<file path="src/rtl/conv2_pkg.sv">
// Shared geometry and state encoding for the conv2 sequencer and its position counter.
package conv2_pkg;

   localparam int IMG_W   = 12;
   localparam int IMG_H   = 12;
   localparam int K       = 5;
   localparam int OUT_W   = IMG_W - K + 1;
   localparam int OUT_H   = IMG_H - K + 1;
   localparam int COL_W   = $clog2(IMG_W);
   localparam int ROW_W   = $clog2(IMG_H);
   localparam int OCOL_W  = $clog2(OUT_W);
   localparam int OROW_W  = $clog2(OUT_H);

   typedef enum logic [1:0] {
      IDLE   = 2'd0,
      STREAM = 2'd1,
      FLUSH  = 2'd2,
      DONE   = 2'd3
   } state_e;

endpackage

</file>
<file path="src/rtl/conv2_pos_cnt.sv">
// Row/column raster counter with clear and enable; wraps at the end of each row and frame.
module conv2_pos_cnt #(
   parameter int COLS  = 12,
   parameter int ROWS  = 12,
   parameter int COL_W = $clog2(COLS),
   parameter int ROW_W = $clog2(ROWS)
) (
   input  logic             clk,
   input  logic             rst_n,
   input  logic             clr,
   input  logic             en,
   output logic [ROW_W-1:0] row,
   output logic [COL_W-1:0] col,
   output logic             last_pix
);

   logic [ROW_W-1:0] row_q, row_d;
   logic [COL_W-1:0] col_q, col_d;
   logic             last_col;
   logic             last_row;

   assign last_col = (col_q == COL_W'(COLS - 1));
   assign last_row = (row_q == ROW_W'(ROWS - 1));

   always_comb begin
      row_d = row_q;
      col_d = col_q;
      if (clr) begin
         row_d = '0;
         col_d = '0;
      end else if (en) begin
         if (last_col) begin
            col_d = '0;
            row_d = last_row ? '0 : row_q + ROW_W'(1);
         end else begin
            col_d = col_q + COL_W'(1);
         end
      end
   end

   always_ff @(posedge clk) begin
      if (!rst_n) begin
         row_q <= '0;
         col_q <= '0;
      end else begin
         row_q <= row_d;
         col_q <= col_d;
      end
   end

   assign row      = row_q;
   assign col      = col_q;
   assign last_pix = last_col & last_row;

endmodule

</file>
<file path="src/rtl/conv2_seq_ctrl.sv">
// Conv2 sequencer: paces the 5x5 window buffers, qualifies full windows with output
// coordinates and pool tags, and applies backpressure from the pool stage.
module conv2_seq_ctrl
   import conv2_pkg::*;
(
   input  logic              clk,
   input  logic              rst_n,
   input  logic              start,
   input  logic              in_valid,
   output logic              in_ready,
   output logic              shift_en,
   output logic              win_valid,
   input  logic              out_ready,
   output logic [OROW_W-1:0] out_row,
   output logic [OCOL_W-1:0] out_col,
   output logic              pool_pair,
   output logic              pool_row_odd,
   output logic              busy,
   output logic              frame_done
);

   state_e              state_q, state_d;
   logic                win_valid_q, win_valid_d;
   logic [OROW_W-1:0]   out_row_q, out_row_d;
   logic [OCOL_W-1:0]   out_col_q, out_col_d;
   logic                cnt_clr;
   logic [ROW_W-1:0]    row;
   logic [COL_W-1:0]    col;
   logic                last_pix;
   logic                in_win;

   conv2_pos_cnt #(
      .COLS  (IMG_W),
      .ROWS  (IMG_H),
      .COL_W (COL_W),
      .ROW_W (ROW_W)
   ) u_pos_cnt (
      .clk      (clk),
      .rst_n    (rst_n),
      .clr      (cnt_clr),
      .en       (shift_en),
      .row      (row),
      .col      (col),
      .last_pix (last_pix)
   );

   // A held (unconsumed) window stalls the input so the buffer cannot overwrite it.
   assign in_ready = (state_q == STREAM) & ~(win_valid_q & ~out_ready);
   assign shift_en = in_valid & in_ready;
   assign in_win   = (row >= ROW_W'(K - 1)) && (col >= COL_W'(K - 1));

   always_comb begin
      state_d = state_q;
      cnt_clr = 1'b0;
      case (state_q)
         IDLE: begin
            if (start) begin
               cnt_clr = 1'b1;
               state_d = STREAM;
            end
         end
         STREAM: begin
            if (shift_en && last_pix) begin
               state_d = FLUSH;
            end
         end
         FLUSH: begin
            if (win_valid_q && out_ready) begin
               state_d = DONE;
            end
         end
         DONE: begin
            state_d = IDLE;
         end
         default: begin
            state_d = IDLE;
         end
      endcase
   end

   // Window register: a qualifying acceptance loads a new window, replacing one consumed this cycle.
   always_comb begin
      win_valid_d = win_valid_q;
      out_row_d   = out_row_q;
      out_col_d   = out_col_q;
      if (shift_en && in_win) begin
         win_valid_d = 1'b1;
         out_row_d   = OROW_W'(row - ROW_W'(K - 1));
         out_col_d   = OCOL_W'(col - COL_W'(K - 1));
      end else if (win_valid_q && out_ready) begin
         win_valid_d = 1'b0;
      end
   end

   always_ff @(posedge clk) begin
      if (!rst_n) begin
         state_q     <= IDLE;
         win_valid_q <= 1'b0;
         out_row_q   <= '0;
         out_col_q   <= '0;
      end else begin
         state_q     <= state_d;
         win_valid_q <= win_valid_d;
         out_row_q   <= out_row_d;
         out_col_q   <= out_col_d;
      end
   end

   assign win_valid    = win_valid_q;
   assign out_row      = out_row_q;
   assign out_col      = out_col_q;
   assign pool_pair    = win_valid_q & out_col_q[0];
   assign pool_row_odd = win_valid_q & out_row_q[0];
   assign busy         = (state_q == STREAM) | (state_q == FLUSH);
   assign frame_done   = (state_q == DONE);

endmodule

</file>
<file path="config.mk">
export PLATFORM = sky130hd
export DESIGN_NAME = conv2_seq_ctrl
export DESIGN_NICKNAME = d
export VERILOG_FILES = /design/src/rtl/conv2_pkg.sv /design/src/rtl/conv2_pos_cnt.sv /design/src/rtl/conv2_seq_ctrl.sv
export SDC_FILE = /design/constraint.sdc
export NUM_CORES = 1
export LEC_CHECK = 0
export ABC_AREA = 0
export ABC_CLOCK_PERIOD_IN_PS = 2950
export CAP_MARGIN = 10
export CORE_MARGIN = 10
export CORE_UTILIZATION = 52
export DETAILED_ROUTE_END_ITERATION = 16
export GPL_ROUTABILITY_DRIVEN = 0
export PLACE_DENSITY = 0.87
export SLEW_MARGIN = 20
export SYNTH_ARGS = -nofsm -noshare
export SYNTH_HDL_FRONTEND = slang
export SYNTH_HIERARCHICAL = 1
export SYNTH_SLANG_ARGS = --single-unit
</file>
<file path="constraint.sdc">
create_clock -name clk -period 2.95 [get_ports clk]
set_input_delay 0.295 -clock clk [delete_from_list [all_inputs] [get_ports clk]]
set_output_delay 0.295 -clock clk [all_outputs]
set_load 0.1 [all_outputs]
</file>
After elaboration in Yosys (flattened, before gate mapping)
Cells that the tools add are included.
{"block": "word_totals", "reg_bits": 17, "in_bits": 5, "out_inout_bits": 13, "wordCells": 49}
{"block": "classes", "n_addsub": 4, "magnitude_cmp": 2, "eq_ne": 8, "mux": 10, "bitwise": 10, "n_reduce_logical": 9}
{"op": "$add 4x1->4 const B", "count": 2}
{"op": "$eq 4x4->1 const B", "count": 2}
{"op": "$ge 4x3->1 const B", "count": 2}
{"op": "$mux 4", "count": 2}
{"op": "$pmux 2 s4", "count": 1}
{"op": "$and 1x1->1", "count": 6}
{"op": "$mux 2", "count": 3}
{"op": "$sub 3x3->3 const B", "count": 2}
{"op": "$eq 2x2->1 const B", "count": 2}
{"op": "$logic_and 1x1->1", "count": 4}
{"op": "$mux 1", "count": 4}
{"op": "$ne 2x2->1 const B", "count": 2}
{"op": "$not 1->1", "count": 3}
{"op": "$reduce_and 3->1", "count": 1}
{"op": "$eq 2x1->1 const B", "count": 1}
{"op": "$logic_not 2->1", "count": 1}
{"op": "$ne 2x1->1 const B", "count": 1}
{"op": "$reduce_and 2->1", "count": 1}
{"op": "$reduce_bool 2->1", "count": 1}
{"op": "$reduce_or 2->1", "count": 1}
{"op": "$or 1x1->1", "count": 1}

Depth between registers and ports, before layout
{"block": "logic_depth", "depth_word": 8, "mapped_depth": 7, "depth_no_buf": 6}

By module
Netlist, hierarchy kept.
{"module": "conv2_seq_ctrl", "n_inst": 1, "cells_each": 53, "area_each_um2": 471.7, "seq_area_each_um2": 180.2}
{"module": "conv2_pos_cnt", "n_inst": 1, "cells_each": 42, "area_each_um2": 395.4, "seq_area_each_um2": 160.2}

Worst setup path before layout
No wires, ideal clock.
{"block": "synth_timing", "path_type": "reg-to-reg", "startpoint": "register win_valid_q (netlist: win_valid)", "endpoint": "register u_pos_cnt.row_q[3] (netlist: u_pos_cnt/row[3])", "setup_time_ns": 0.070, "arrival_time_ns": 2.316, "t_required_ns": 2.880, "setup_slack_ns": 0.564, "path_stages_with_launch": 7, "n_path_buf": 1, "period_less_slack_ns": 2.386, "path_cell_list": "dfxtp_1 > nand2b_4 > and3_2 > buf_4 > nand4b_4 > or3_1 > a21oi_1"}
{"block": "synth_via", "elab_chain_cells": 5}
{"item": "from (decl)", "line": "conv2_seq_ctrl.sv:23", "text": "logic win_valid_q, win_valid_d;"}
{"item": "from (signal assigned)", "line": "conv2_seq_ctrl.sv:103", "text": "win_valid_q <= win_valid_d;"}
{"item": "$and 1x1->1", "line": "conv2_seq_ctrl.sv:48", "text": "assign in_ready = (state_q == STREAM) & ~(win_valid_q & ~out_ready);"}
{"item": "$not 1->1", "line": "conv2_seq_ctrl.sv:48"}
{"item": "$and 1x1->1", "line": "conv2_seq_ctrl.sv:48"}
{"item": "$and 1x1->1", "line": "conv2_seq_ctrl.sv:49", "text": "assign shift_en = in_valid & in_ready;"}
{"item": "named net shift_en", "line": "conv2_seq_ctrl.sv:11", "text": "output logic shift_en,"}
{"item": "$reduce_and 2->1 (no line)"}
{"item": "to (signal assigned)", "line": "conv2_pos_cnt.sv:46", "text": "row_q <= row_d;"}
{"item": "to (decl)", "line": "conv2_pos_cnt.sv:17", "text": "logic [ROW_W-1:0] row_q, row_d;"}
The timed path passes the listed nets, and every way through them passes these cells.
A chain may end at the register's enable or synchronous reset.

Worst setup path in the final report
{"block": "layout_timing", "startpoint": "register state_q[1]", "endpoint": "output port shift_en"}
{"block": "layout_via", "elab_chain_cells": 3}
{"item": "from (decl)", "line": "conv2_seq_ctrl.sv:22", "text": "state_e state_q, state_d;"}
{"item": "from (signal assigned)", "line": "conv2_seq_ctrl.sv:102", "text": "state_q <= state_d;"}
{"item": "$eq 2x1->1", "line": "conv2_seq_ctrl.sv:48"}
{"item": "$and 1x1->1", "line": "conv2_seq_ctrl.sv:48"}
{"item": "$and 1x1->1", "line": "conv2_seq_ctrl.sv:49"}
{"item": "to (decl)", "line": "conv2_seq_ctrl.sv:11"}
No other way between the ends.

==> metrics.md <==
| Metric | Value |
|---|---|
| Per-cell routed wire length | 15.09 µm |
| Count of different cell masters after synthesis | 35 |
| # DRC | 0 |
| Clock buffer count from CTS | 3 |
| Worst slew pin tran | 440.3 ps |
| Final hold viol count | 0 |
| Most common cell after layout, fill and taps aside | dfxtp_1 |
| First-pass GRT wire length | 3118 µm |
| Crit path to | shift_en |
| Gate Count Post-Synth | 95 |
| Antenna diodes | 0 |
| Clock transition at path regs | 100 ps |
| Die width | 60.84 µm |
| TritonCTS clock tree | done |
| Final setup viols | 0 |
| Max Fclk | 0.5103 GHz |
| Initial DRC count | 21 |
| Pre-Repair DR Iteration Count | 4 |
| Avg Cell Area, Syn | 9.127 µm² |
| Critical path origin | state_q[1] |
| R2r startpoint | u_pos_cnt/col[0] |
| Yosys top cell area share | 39.25% |
| Power, Total | 0.0007518 W |
| Max Cap Viol | 0 |
| Crit-path max FO | 9 |
| H-Tree Depth | 1 |
| Clock sink total | 17 |
| Via density | 5.713 |
| Post-Place Worst Slack | 953.2 ps |
| Layout area overhead | 19.34% |
| WP data required | 2650 ps |
| Area leader, netlist | dfxtp_1 |
| Min-Delay Path Class | register to register |
| Layout cells sized above 1 | 20.35% |
| Leakage | 0.4731 nW |
| Setup Skew | 2.575 ps |
| Total negative slack | 0 ps |
| Top Ports | 18 |
| Post-CTS Resized | 0 |
| Pins over their slew limit | 0 |
| Clk_lat worst skew | 280 ps |
| Flop-to-flop setup slack | 1030 ps |
| Root buf cell | clkbuf_4 |
| R2R depth | 6 |
| CP startpoint kind | register |
| Peak supply drop | 0.5708 mV |
| Chip height | 60.84 µm |
| Synthesized area | 867.1 µm² |
| Final min period | 1959 ps |
| Clock Tree Buf Depth | 2 |
| DR vias | 737 |
| Die footprint | 3701 µm² |
| Initial Util | 56.25% |
| Final Non-Filler Cells | 129 |
| Power Density | 726.6 nW/µm² |
| Fillers | 135 |
| CTS Hold Buffers Added | 0 |
| Placed cell count | 125 |
| Rows | 14 |
| Status | finished clean |
| CP Class | register to output pin |
| Post-synth net total | 106 |
| Vias in the first global route | 674 |
| PortBufs | 17 |
| RSZ-0062 raised after global routing | no |
| Initial antenna violation count | 0 |
| ANT nets after route | 0 |
| Post-route setup slack | 990.5 ps |
| Core Region | 1541 µm² |
| Crit end category | output pin |
| Final wirelength | 1947 µm |
| Sequential element share of the synthesized area | 39.25% |
| Critical R2R Capture | state_q[0] |
| Most frequent cells in the layout | dfxtp_1, buf_4, nand2_1, o21ai_0, nor2_1 |
| Overall Global Routing Usage | 10.80% |
| Largest cells by area after synthesis | dfxtp_1, ha_1, mux2i_1 |
| Slew margin rel. | 70.56% |
| Yosys reg bits | 17 |
| Pin count of the biggest net entering global routing | 15 |
| Syn. warnings | 6 |
| Fin nets | 125 |
| Post-CTS Setup Repair Bufs | 0 |
| CP arrival | 1660 ps |
| Final period util | 66.42% |
| Remaining global-route overflow | 0 |
## cell type report
cell class / count / area [µm²] / share of cell area (%)
Timing Repair Buffer: 17 / 137.6 / 13.30
Sequential cell: 17 / 340.3 / 32.89
Tap cell: 16 / 20.02 / 1.935
Inverter: 4 / 15.01 / 1.451
Multi-Input combinational cell: 71 / 495.5 / 47.88
Clock buffer: 4 / 26.28 / 2.539
## logic make-up after synthesis
family / Yosys count / share of synthesized area [%]
mux: 4 / 4.618
compound gates: 17 / 12.27
simple gates: 41 / 28.57
buf+inv: 7 / 3.606
fa+ha+maj: 6 / 8.658
flops: 17 / 39.25
xor+xnor: 3 / 3.031
## synthesized netlist by cell type (all sizes together)
library cell and count:
and2b 1, nor2b 1, buf 2, ha 6
o21ai 7, nor2 7, nand2b 2, mux2i 4
xnor2 1, a221o 1, nand3 7, and2 4
dfxtp 17, nand3b 1, xor2 2, o22a 1
inv 4, nand2 9, nand4 2, a211oi 2
and3 1, or2 1, a311oi 1, nand4b 2
clkbuf 1, o31ai 1, or3 2, a31oi 1
nor3b 1, a21oi 3
## per-layer routing
metal / track usage [%] / vias to the layer above / part of all wire [%]
li1: - / 368 / -
met1: 12.10 / 342 / 41
met2: 17.03 / 23 / 49
met3: 4.175 / 4 / 9.1
met4: 6.270 / 0 / 1.5
met5: 0 / - / 0
## through the flow
stage               cell area [µm²]  util (%)  hold WS (ps)
finish                         1035     67.13         490.3
global route                   1035     67.13         492.8
CTS                            1035     67.13         485.7
detailed placement             1008     65.42         472.1
global placement               1008     65.42         461.7
floorplan                     867.1         -         443.0
## registers in the layout, summed over array words and instances, names as in the netlist
name and count:
u_pos_cnt/row 4, win_valid 1, out_row 3, u_pos_cnt/col 4, state_q 2, out_col 3
## critical path: stages (launching register included)
cell and delay, ps:
dfxtp_1 360, inv_1 100, ha_1 230, and3_2 350, buf_4 340
## where the power goes
part	internal (W)	total [W]	switching, W
logic	0.0000989	0.000369	0.000270
registers	0.000244	0.000259	0.0000150
clock network	0.0000525	0.000124	0.0000716
total	0.000396	0.000752	0.000356
## worst min-delay path by stage
stage | startpoint | end | slack, ps | depth (start not counted)
CTS | out_row[2] | out_row[2] | 490 | 2
finish | out_row[2] | out_row[2] | 490 | 2
floorplan | rst_n | out_row[0] | 440 | 2
detailed placement | out_row[2] | out_row[2] | 470 | 2
global placement | out_col[1] | out_col[1] | 460 | 2
global route | out_row[2] | out_row[2] | 490 | 2
Note: power is estimated with default switching activity, not from simulation.
==> edit (same flow settings) <==
Set the package constant `K` to 6 (it was 5).
--- a/src/rtl/conv2_pkg.sv
+++ b/src/rtl/conv2_pkg.sv
@@ -5,3 +5,3 @@
    localparam int IMG_H   = 12;
-   localparam int K       = 5;
+   localparam int K       = 6;
    localparam int OUT_W   = IMG_W - K + 1;
Function: same outputs for any inputs over 10 cycles, from zero or initial values and one cycle with rst_n low; that may be too few to reach the edited logic, so the function may still have changed.
==> edit against the original RTL <==
- critical path depth rose by 2
- hold slack got worse by 18 ps
- final area rose by 15%
- area after synthesis rose by 15%
- routed wire length rose by 15%
- worst setup slack improved by 31 ps
- cell count rose by 19%
- combinational power rose by 11%
- non-clock buffer count did not move
- total power rose by 6.1%
- sequential cell count did not move
- largest cell class unchanged
==> edit: results (changes against the original RTL) <==
| Metric | Value |
|---|---|
| Data arrival, critical path | 2130 ps (+470 ps) |
| Clk cell area share | 2.32% (-0.22 points) |
| Routed WL per cell | 14.6 um (-3.1%) |
| Antenna diode count | 0 (unchanged) |
| Run status | finished clean |
| Synthesized Nets | 123 (+16%) |
| Post-synthesis compound-gate area fraction | 17.4% (+5.2 points) |
| I/O Buffers | 17 (unchanged) |
| Place WS | 984 ps (+30.7 ps) |
| Reg2reg end | state_q[0] |
| Slew at the pin closest to its max-slew limit | 416 ps (-24.7 ps) |
| Repair and plain buffers | 17 (unchanged) |
| Initial antenna violation count | 0 (unchanged) |
| Clk Latency, worst-skew pair | 300 ps (+20 ps) |
| Hpwl dp | 1.78 mm |
| Reg clk slew, reported paths | 100 ps (about the same) |
| Worst setup path start | u_pos_cnt/col[0] |
| DRC Markers | 0 (unchanged) |
| Max VDD drop | 0.488 mV (-15%) |
| Type of the most critical hold path | register to register |
| Multi-input gate area | 611 um^2 (+23%) |
| Filler cells | 151 (+12%) |
| Buffer share of cell area | 11.6% (-1.7 points) |
| Number of non-clock inverters | 10 (+6) |
| Global-route wire length before repair | 3.68 mm (+18%) |
| DRT Pass-1 Iters | 5 (+1) |
| Postcts setup bufs | 0 (unchanged) |
| Share of layout cells above drive strength 1 | 21.1% (+0.74 points) |
| Vias in the first global route | 820 (+22%) |
| Post-synthesis adder-cell area fraction | 12.5% (+3.9 points) |
| Critical Path Fanout Max | 6 (-3) |
| Num sequential | 17 (unchanged) |
| Mux cell area share after synthesis | 4.02% (-0.60 points) |
| Seq/Total Area, Yosys | 34.1% (-5.1 points) |
| Post-Route Setup TNS | 0 ps (unchanged) |
| Post-synth top cells | 17 x dfxtp_1, 10 x ha_1, 9 x inv_1 |
| Pleak | 0.531 nW (+12%) |
| Nets | 144 (+15%) |
| Register Area | 340 um^2 (unchanged) |
| Cts bufs inserted | 3 (unchanged) |
| Hold path endpoint | out_row[2] |
| Post_cts resized | 0 (unchanged) |
| Tot GR Track Use | 11.1% (+0.25 points) |
| Worst-case clock skew | 1.85 ps (-0.721 ps) |
| XOR/XNOR Fraction of Synth Area | 4.39% (+1.4 points) |
| R2R cell count | 6 (unchanged) |
| #MultiIn Comb | 80 (+13%) |
| DR iter-0 viols | 20 (-4.8%) |
| Top cells by area, synth | dfxtp_1 34%, ha_1 13%, mux2i_1 4.0% |
| Total number of vias | 854 (+16%) |
| Synth cell types | 34 (-2.9%) |
| Asr flop ratio synth | 0% (unchanged) |
| Largest net degree at the start of global routing | 13 (-2) |
| Root buffer cell | clkbuf_4 |
## edit: metrics by stage
| stage | std cells | util [%] | hold slack [ps] | power (W) | instance area [um^2] |
|---|---|---|---|---|---|
| 2_1_floorplan | 108 | - | 434 | 0.000598 | 997 |
| 3_3_place_gp | 149 | 65.7 | 446 | 0.000657 | 1160 |
| 3_5_place_dp | 149 | 65.7 | 460 | 0.000670 | 1160 |
| 4_1_cts | 153 | 67.2 | 474 | 0.000799 | 1190 |
| 5_1_grt | 153 | 67.2 | 507 | 0.000835 | 1190 |
| 6_report | 153 | 67.2 | 472 | 0.000798 | 1190 |
## edit: routing by layer
| layer | GRT usage [%] | up-vias | wire length (um) |
|---|---|---|---|
| met5 | 0 | - | 0 |
| met4 | 7.65 | 0 | 56 |
| met3 | 2.79 | 7 | 91 |
| met2 | 18.5 | 20 | 1080 |
| li1 | - | 425 | - |
| met1 | 11.9 | 402 | 1010 |
## edit: where the power goes
group / internal, W / total (W) / switching (W) / leakage [nW]
sequential: 0.000244 / 0.000260 / 0.0000156 / 0.137
clock: 0.0000506 / 0.000129 / 0.0000783 / 0.0177
combinational: 0.000107 / 0.000409 / 0.000301 / 0.376
total: 0.000402 / 0.000798 / 0.000395 / 0.531
## edit: worst max-delay path by stage
stage | end | slack [ps] | cells after the start
3_3_place_gp | u_pos_cnt/row[3] | 1050 | 7
5_1_grt | state_q[0] | 910 | 6
6_report | state_q[0] | 1020 | 6
3_5_place_dp | u_pos_cnt/row[3] | 980 | 7
4_1_cts | state_q[0] | 1060 | 6
2_1_floorplan | u_pos_cnt/row[1] | 580 | 7
## edit: critical path, stage by stage (launching register included)
cell and delay [ps]:
dfxtp_1 460, ha_1 290, nand4b_1 150, nor3b_1 290, a31o_1 270, a21oi_1 90
a311oi_1 270
